<file path="config.mk">
export PLATFORM = sky130hd
export DESIGN_NAME = serial_word_rx
export DESIGN_NICKNAME = d
export VERILOG_FILES = /design/src/rtl/serial_rx_pkg.sv /design/src/rtl/serial_rx_shifter.sv /design/src/rtl/serial_word_rx.sv
export SDC_FILE = /design/constraint.sdc
export NUM_CORES = 1
export LEC_CHECK = 0
export BUFFER_PORTS_ARGS = -buffer_cell sky130_fd_sc_hd__buf_2
export CAP_MARGIN = 20
export CORE_AREA = 2 2 75 149
export CTS_CLUSTER_SIZE = 16
export DETAILED_ROUTE_END_ITERATION = 16
export DIE_AREA = 0 0 77 151
export GPL_ROUTABILITY_DRIVEN = 0
export MAX_ROUTING_LAYER = met4
export SLEW_MARGIN = 10
export SYNTH_ARGS = -nofsm -noshare
export SYNTH_HDL_FRONTEND = slang
export SYNTH_HIERARCHICAL = 1
export SYNTH_SLANG_ARGS = --single-unit
</file>
<file path="constraint.sdc">
create_clock -name clk -period 1.9 [get_ports clk]
set_input_delay 0.38 -clock clk [delete_from_list [all_inputs] [get_ports clk]]
set_output_delay 0.38 -clock clk [all_outputs]
set_load 0.1 [all_outputs]
</file>
<file path="src/rtl/serial_rx_pkg.sv">
// Shared types and sizing helpers for the serial word receiver.
// State encoding, default word width and the bit-counter width function.
package serial_rx_pkg;

  typedef enum logic [1:0] {
    IDLE  = 2'd0,
    SHIFT = 2'd1,
    DONE  = 2'd2
  } state_t;

  localparam int unsigned DEFAULT_WIDTH = 32;

  // Counter must hold values 0..frame_bits inclusive.
  function automatic int unsigned cnt_width(input int unsigned frame_bits);
    return $clog2(frame_bits + 1);
  endfunction

endpackage

</file>
<file path="src/rtl/serial_rx_shifter.sv">
// Right-shifting deserialiser and bit counter for serial_word_rx.
// restart takes the current bit as bit 0 of a new frame; data bits beyond WIDTH (parity) are counted only.
module serial_rx_shifter
  import serial_rx_pkg::*;
#(
  parameter int unsigned WIDTH      = DEFAULT_WIDTH,
  parameter int unsigned FRAME_BITS = WIDTH,
  parameter int unsigned CNT_W      = cnt_width(FRAME_BITS)
) (
  input  logic             clk,
  input  logic             rst_n,
  input  logic             s_en,
  input  logic             s_in,
  input  logic             restart,
  output logic [WIDTH-1:0] word,
  output logic [CNT_W-1:0] cnt
);

  // NOTE: sequential state uses non-blocking (<=) so every register samples pre-edge values.
  always_ff @(posedge clk or negedge rst_n) begin
    if (!rst_n) begin
      word <= '0;
      cnt  <= '0;
    end else if (restart) begin
      // After WIDTH right shifts this bit lands at word[0], so stale contents need no clearing.
      word <= {s_in, word[WIDTH-1:1]};
      cnt  <= CNT_W'(1);
    end else if (s_en) begin
      if (cnt < CNT_W'(WIDTH)) begin
        word <= {s_in, word[WIDTH-1:1]};
      end
      cnt <= cnt + CNT_W'(1);
    end
  end

endmodule

</file>
<file path="src/rtl/serial_word_rx.sv">
// LSB-first serial-to-parallel word receiver with a one-entry valid/ready output buffer.
// Optional even-parity bit per frame when SERIAL_WORD_RX_PARITY_EN is defined (adds parity_err port).
module serial_word_rx
  import serial_rx_pkg::*;
#(
  parameter int unsigned WIDTH = DEFAULT_WIDTH
) (
  input  logic             clk,
  input  logic             rst_n,
  input  logic             s_en,
  input  logic             s_in,
  input  logic             s_start,
  output logic [WIDTH-1:0] p_out,
  output logic             p_valid,
  input  logic             p_ready,
  output logic             overrun,
  output logic             frame_err,
  input  logic             err_clr
`ifdef SERIAL_WORD_RX_PARITY_EN
  ,
  output logic             parity_err
`endif
);

`ifdef SERIAL_WORD_RX_PARITY_EN
  localparam int unsigned FRAME_BITS = WIDTH + 1;
`else
  localparam int unsigned FRAME_BITS = WIDTH;
`endif
  localparam int unsigned CNT_W = cnt_width(FRAME_BITS);
  localparam logic [CNT_W-1:0] LAST_CNT = CNT_W'(FRAME_BITS - 1);

  state_t           state, state_next;
  logic             restart, frame_break, completing, shift_en;
  logic             word_ok, load, drop;
  logic [WIDTH-1:0] word;
  logic [CNT_W-1:0] cnt;

  always_ff @(posedge clk or negedge rst_n) begin
    if (!rst_n) state <= IDLE;
    else        state <= state_next;
  end

  // NOTE: every always_comb output gets a default first, so no path can infer a latch.
  always_comb begin
    state_next  = state;
    restart     = 1'b0;
    frame_break = 1'b0;
    completing  = 1'b0;
    unique case (state)
      IDLE, DONE: begin
        if (s_en && s_start) begin
          restart    = 1'b1;
          state_next = SHIFT;
        end else begin
          state_next = IDLE;
        end
      end
      SHIFT: begin
        if (s_en) begin
          if (s_start) begin
            restart     = 1'b1;
            frame_break = 1'b1;
          end else if (cnt == LAST_CNT) begin
            completing = 1'b1;
            state_next = DONE;
          end
        end
      end
      default: state_next = IDLE;
    endcase
  end

  assign shift_en = restart || (state == SHIFT && s_en);

  serial_rx_shifter #(
    .WIDTH      (WIDTH),
    .FRAME_BITS (FRAME_BITS),
    .CNT_W      (CNT_W)
  ) u_shifter (
    .clk     (clk),
    .rst_n   (rst_n),
    .s_en    (shift_en),
    .s_in    (s_in),
    .restart (restart),
    .word    (word),
    .cnt     (cnt)
  );

`ifdef SERIAL_WORD_RX_PARITY_EN
  logic par_bad;

  // The parity bit is not shifted in, so word holds only data when it arrives.
  always_ff @(posedge clk or negedge rst_n) begin
    if (!rst_n)          par_bad <= 1'b0;
    else if (completing) par_bad <= (^word) ^ s_in;
  end

  assign word_ok = !par_bad;

  always_ff @(posedge clk or negedge rst_n) begin
    if (!rst_n)                               parity_err <= 1'b0;
    else if (state == DONE && par_bad)        parity_err <= 1'b1;
    else if (err_clr)                         parity_err <= 1'b0;
  end
`else
  assign word_ok = 1'b1;
`endif

  // A drain in the DONE cycle frees the slot, so the new word loads instead of overrunning.
  assign load = (state == DONE) && word_ok && (!p_valid || p_ready);
  assign drop = (state == DONE) && word_ok && p_valid && !p_ready;

  always_ff @(posedge clk or negedge rst_n) begin
    if (!rst_n) begin
      p_out   <= '0;
      p_valid <= 1'b0;
    end else if (load) begin
      p_out   <= word;
      p_valid <= 1'b1;
    end else if (p_valid && p_ready) begin
      p_valid <= 1'b0;
    end
  end

  // Set events take priority over err_clr.
  always_ff @(posedge clk or negedge rst_n) begin
    if (!rst_n) begin
      overrun   <= 1'b0;
      frame_err <= 1'b0;
    end else begin
      if (drop)             overrun <= 1'b1;
      else if (err_clr)     overrun <= 1'b0;
      if (frame_break)      frame_err <= 1'b1;
      else if (err_clr)     frame_err <= 1'b0;
    end
  end

endmodule

</file>
# Word-level counts from Yosys, hierarchy flattened
# Cells that the tools add are included.
# classes
n_addsub,1
magnitude_cmp,1
n_eq_ne,6
n_mux,20
n_reduce_logical,19
# ops
cell,count
2-to-1 mux 32 bit,3
2-to-1 mux 6 bit,2
2-to-1 mux 1 bit,10
nonzero test 2 bit,5
adder 6 x 1 -> 6 bit (second input constant),1
== test 6 x 5 -> 1 bit (second input constant),1
logical AND 1 bit,6
< comparator 6 bit (second input constant),1
2-to-1 mux 2 bit,3
inequality test 2 bit (second input constant),3
case mux 2 bit (2 select lines),1
AND reduction 3 bit,1
== test 2 x 1 -> 1 bit (second input constant),1
== test 2 bit (second input constant),1
logical NOT 1 bit,2
logical NOT 2 bit,1
logical OR 1 bit,2
case mux 1 bit (2 select lines),1
AND reduction 2 bit,1
OR reduction 2 bit,1
# totals
reg_bits,75
inputBits,7
word_cells,54

# Logic depth before layout (Yosys ltp)
# depth
depth_word,6
mapped_depth,7
depth_no_buf,6

# Modules after synthesis
# Netlist, hierarchy kept.
# modules_own_cells
module,n_inst,cells_each,area_per_inst_um2,seq_area_each_um2
serial_word_rx,1,93,1597.8,925.9
serial_rx_shifter,1,94,1506.4,950.9

# Worst setup path after synthesis
# OpenSTA, ideal clock, no wires.
# synth_path
kind,register to register
start,reg p_valid
end,reg p_out[0]
t_arrival_ns,1.745
required_ns,1.774
slack_ns,0.029
stages_incl_launch_ff,6
path_buffers,2
path_cell_list,dfrtp_1 > nand2b_4 > nor2b_2 > buf_6 > buf_12 > mux2_4
# synth_between
elab_chain_len,3
# synth_lines
item,line,source
"start, declared",serial_word_rx.sv:14,"output logic p_valid,"
"start signal, assigned",serial_word_rx.sv:117,p_valid <= 1'b0;
"start signal, assigned",serial_word_rx.sv:120,p_valid <= 1'b1;
"start signal, assigned",serial_word_rx.sv:122,p_valid <= 1'b0;
logical NOT 1 bit,serial_word_rx.sv:111,assign load = (state == DONE) && word_ok && (!p_valid || p_ready);
logical OR 1 bit,serial_word_rx.sv:111,
logical AND 1 bit,serial_word_rx.sv:111,
"end signal, assigned",serial_word_rx.sv:119,p_out <= word;
"end, declared",serial_word_rx.sv:13,"output logic [WIDTH-1:0] p_out,"
# No other way between the ends.
# A chain may end at the register's enable or synchronous reset.

# Final worst setup path
# layout_path
start,reg state[1]
end,reg u_shifter.word[17]
# layout_between
elab_chain_len,6
# layout_lines
item,line,source
"start, declared",serial_word_rx.sv:33,"state_t state, state_next;"
"start signal, assigned",serial_word_rx.sv:41,else state <= state_next;
== test 2 bit or logical NOT 2 bit (tied branches),serial_word_rx.sv:50,unique case (state)
OR reduction 2 bit,serial_word_rx.sv:50,
case mux 1 bit (2 select lines) (*),serial_word_rx.sv:50,
named net restart,serial_word_rx.sv:34,"logic restart, frame_break, completing, shift_en;"
logical OR 1 bit (*),serial_word_rx.sv:74,assign shift_en = restart || (state == SHIFT && s_en);
named net shift_en,serial_word_rx.sv:34,
nonzero test 2 bit (no source line) (*),n/a,
AND reduction 2 bit (no source line) (*),n/a,
"end signal, assigned",serial_rx_shifter.sv:26,"word <= {s_in, word[WIDTH-1:1]};"
"end signal, assigned",serial_rx_shifter.sv:30,"word <= {s_in, word[WIDTH-1:1]};"
"end, declared",serial_rx_shifter.sv:15,"output logic [WIDTH-1:0] word,"
# Mark *: on every way through the listed nets, which the timed path passes. The rest lies on a longest branch.

==> results_dict.tcl <==
set metrics [dict create \
    max_freq_ghz 0.5587 \
    dpl_cell_area_um2 3462 \
    required_ns 2.11 \
    cp-start-kind "flop" \
    synth_cell_types 27 \
    finalInstanceArea_um2 3754 \
    netlist_instances 187 \
    cts_made_buffers 9 \
    synth.avg_cell_area_um2 16.60 \
    postCtsResizedCells 0 \
    layout_min_cycle_time_ns 1.790 \
    wl_per_cell_um 13.48 \
    drive_gt1_share_pct 52.05 \
    htreeDepth 3 \
    dieArea_um2 11630 \
    p_per_area_nw_per_um2 1181 \
    fin_crit_sh_pct 94.20 \
    p_total_mw 4.434 \
    n_antenna_cell 0 \
    drv_slew 0 \
    setup_viol 0 \
    synth_nets 195 \
    port_buffers 41 \
    syn-cell-area_um2 3104 \
    worstMarginPinSlew_ns 0.4934 \
    critPathArrivalTime_ns 2.00 \
    core_um2 10480 \
    vias_per_cell 4.286 \
    critPathKind "flop to flop" \
    rsz0062_at_grt "no" \
    route.detailed.drc 0 \
    fillerInstances 1056 \
    clk_pin_slew_ns 0.05 \
    hold_viol 0 \
    vdd_drop_max_mv 0.6535 \
    nets 247 \
    antenna_found_initial 0 \
    yosys_register_bits 75 \
    first_iter_violations 101 \
    die_w_um 77 \
    route.antenna.remaining_nets 0 \
    final_common_cell "dfrtp_1" \
    gr-total-overflow 0 \
    crit_fanout 32 \
    slew_headroom_pct 67.33 \
    clk_latency_ns 0.33 \
    yosys_warnings 6 \
    hp-class "input port to flop" \
    seq_area_um2 1877 \
    finalSetupTns_ns 0 \
    ios 42 \
    rows 53 \
    grtUsageTotal_pct 10.43 \
    synth-seq-area-share_pct 60.46 \
    grt_pass1_vias 1760 \
    die_y_um 151 \
    cts_sinks 75 \
    crit_path_end_kind "flop" \
    cts_tree "built" \
    grt_start_max_net_pins 33 \
    synthToLayoutAreaGrowth_pct 20.92 \
    status "finished, final reports clean" \
    firstDrtPassIters 3 \
    final_util_pct 35.83 \
    wirelength_mm 5.134 \
    clk_root_buffer_cell "clkbuf_16" \
    vias 1633 \
    multiInputGateArea_um2 1097 \
    clockBufferDepth 2 \
    hpwl_mm 3.536 \
    post_cts_buffers 0 \
    grt_pass1_wl_mm 8.873 \
    skew_ns 0.007179 \
    p_leak_nw 1.832 \
    maxCapViolCount 0 \
    initial_utilization_pct 29.63 \
    final_cell_mix "dfrtp_1, buf_2, mux2_4, mux2_2, clkbuf_16" \
]
[path summary, 6_finish.rpt]
| check | slack, ns | to | cells past startpoint | start |
|---|---|---|---|---|
| max | 0.11 | u_shifter/word[17]$_DFFE_PN0P_ | 6 | state[1]$_DFFE_PN0P_ |
| min | 0.24 | state[1]$_DFFE_PN0P_ | 2 | s_start |
| max reg2reg | 0.11 | u_shifter/word[17]$_DFFE_PN0P_ | 6 | state[1]$_DFFE_PN0P_ |
| min reg2reg | 0.50 | u_shifter/word[0]$_DFFE_PN0P_ | 1 | u_shifter/word[0]$_DFFE_PN0P_ |
| max in group asynchronous | 0.89 | p_out[31]$_DFFE_PN0P_ | 3 | rst_n |
| min in group asynchronous | 0.51 | p_out[5]$_DFFE_PN0P_ | 2 | rst_n |
[through the flow]
step | cells | setup WS (ns) | hold WS (ns)
after floorplan | 187 | 0.02870 | 0.08441
after global placement | 364 | 0.1325 | 0.3192
after detailed placement | 364 | 0.09730 | 0.3195
after CTS | 381 | 0.09393 | 0.2247
after global routing | 381 | 0.01198 | 0.2401
final | 381 | 0.1103 | 0.2410
[layout make-up]
type,count,area share (%)
timing repair buffer,49,8.200
clock buffer,11,6.467
clock inverter,5,1.033
tap,137,4.567
inverter,5,0.5000
sequential,75,50.00
multi-input combinational,99,29.23
[sequential cells by signal, indices dropped and copies added, names as in the netlist]
signal	cells
frame_err	1
overrun	1
p_out	32
p_valid	1
state	2
u_shifter/cnt	6
u_shifter/word	32
[Yosys cell counts (all sizes together)]
master   n  area share (%)
a21oi    3            0.85
and3     1            0.20
buf      8             3.7
dfrtp   75              60
ha       1            0.40
inv      5            0.60
mux2    64              27
mux2i    1            0.32
nand2    4            0.48
nand2b   5             1.5
nand3b   1            0.24
nand4    3             1.1
nor2     4            0.48
nor2b    1            0.28
nor4     1            0.20
o21ai    2            0.32
o22ai    2            0.40
o31ai    1            0.24
or3      1            0.20
xnor2    1            0.28
xor2     3            0.85
[logic make-up after synthesis]
logic type | synth area share (%)
DFF | 60.46
AOI/OAI and AO/OA | 1.814
and+or+nand+nor | 4.676
xor gates and xnor gates | 1.129
buffers and inverters | 4.353
adders and majority gates | 0.4030
muxes | 27.17
[critical path, stage by stage (launching register included)]
cell      delay [ns]
dfrtp_1         0.40
nand2_1         0.08
and3_1          0.19
nand2b_1        0.23
a21oi_4         0.19
buf_12          0.21
mux2_2          0.35
[routing by layer]
| layer | track usage (%) | vias up | share of wire, % |
|---|---|---|---|
| met5 | - | - | 0 |
| met2 | 16.58 | 33 | 53 |
| met1 | 11.35 | 824 | 40 |
| met3 | 2.443 | 13 | 3.4 |
| met4 | 7.768 | 0 | 3.4 |
| li1 | - | 763 | - |
[repair_timing]
| item | 4_1_cts | 5_1_grt |
|---|---|---|
| endpoints found under the setup margin | 0 | 0 |
| endpoints found under the hold margin | 25 | 0 |
| hold buffers | 1 | 0 |
[power by group]
part / switching, mW / internal, mW / total [mW]
Combinational: 0.221 / 0.361 / 0.582
Sequential: 0.317 / 1.97 / 2.28
Clock: 0.646 / 0.923 / 1.57
Total: 1.18 / 3.25 / 4.43
No activity file was read; power rests on OpenSTA's default activity.
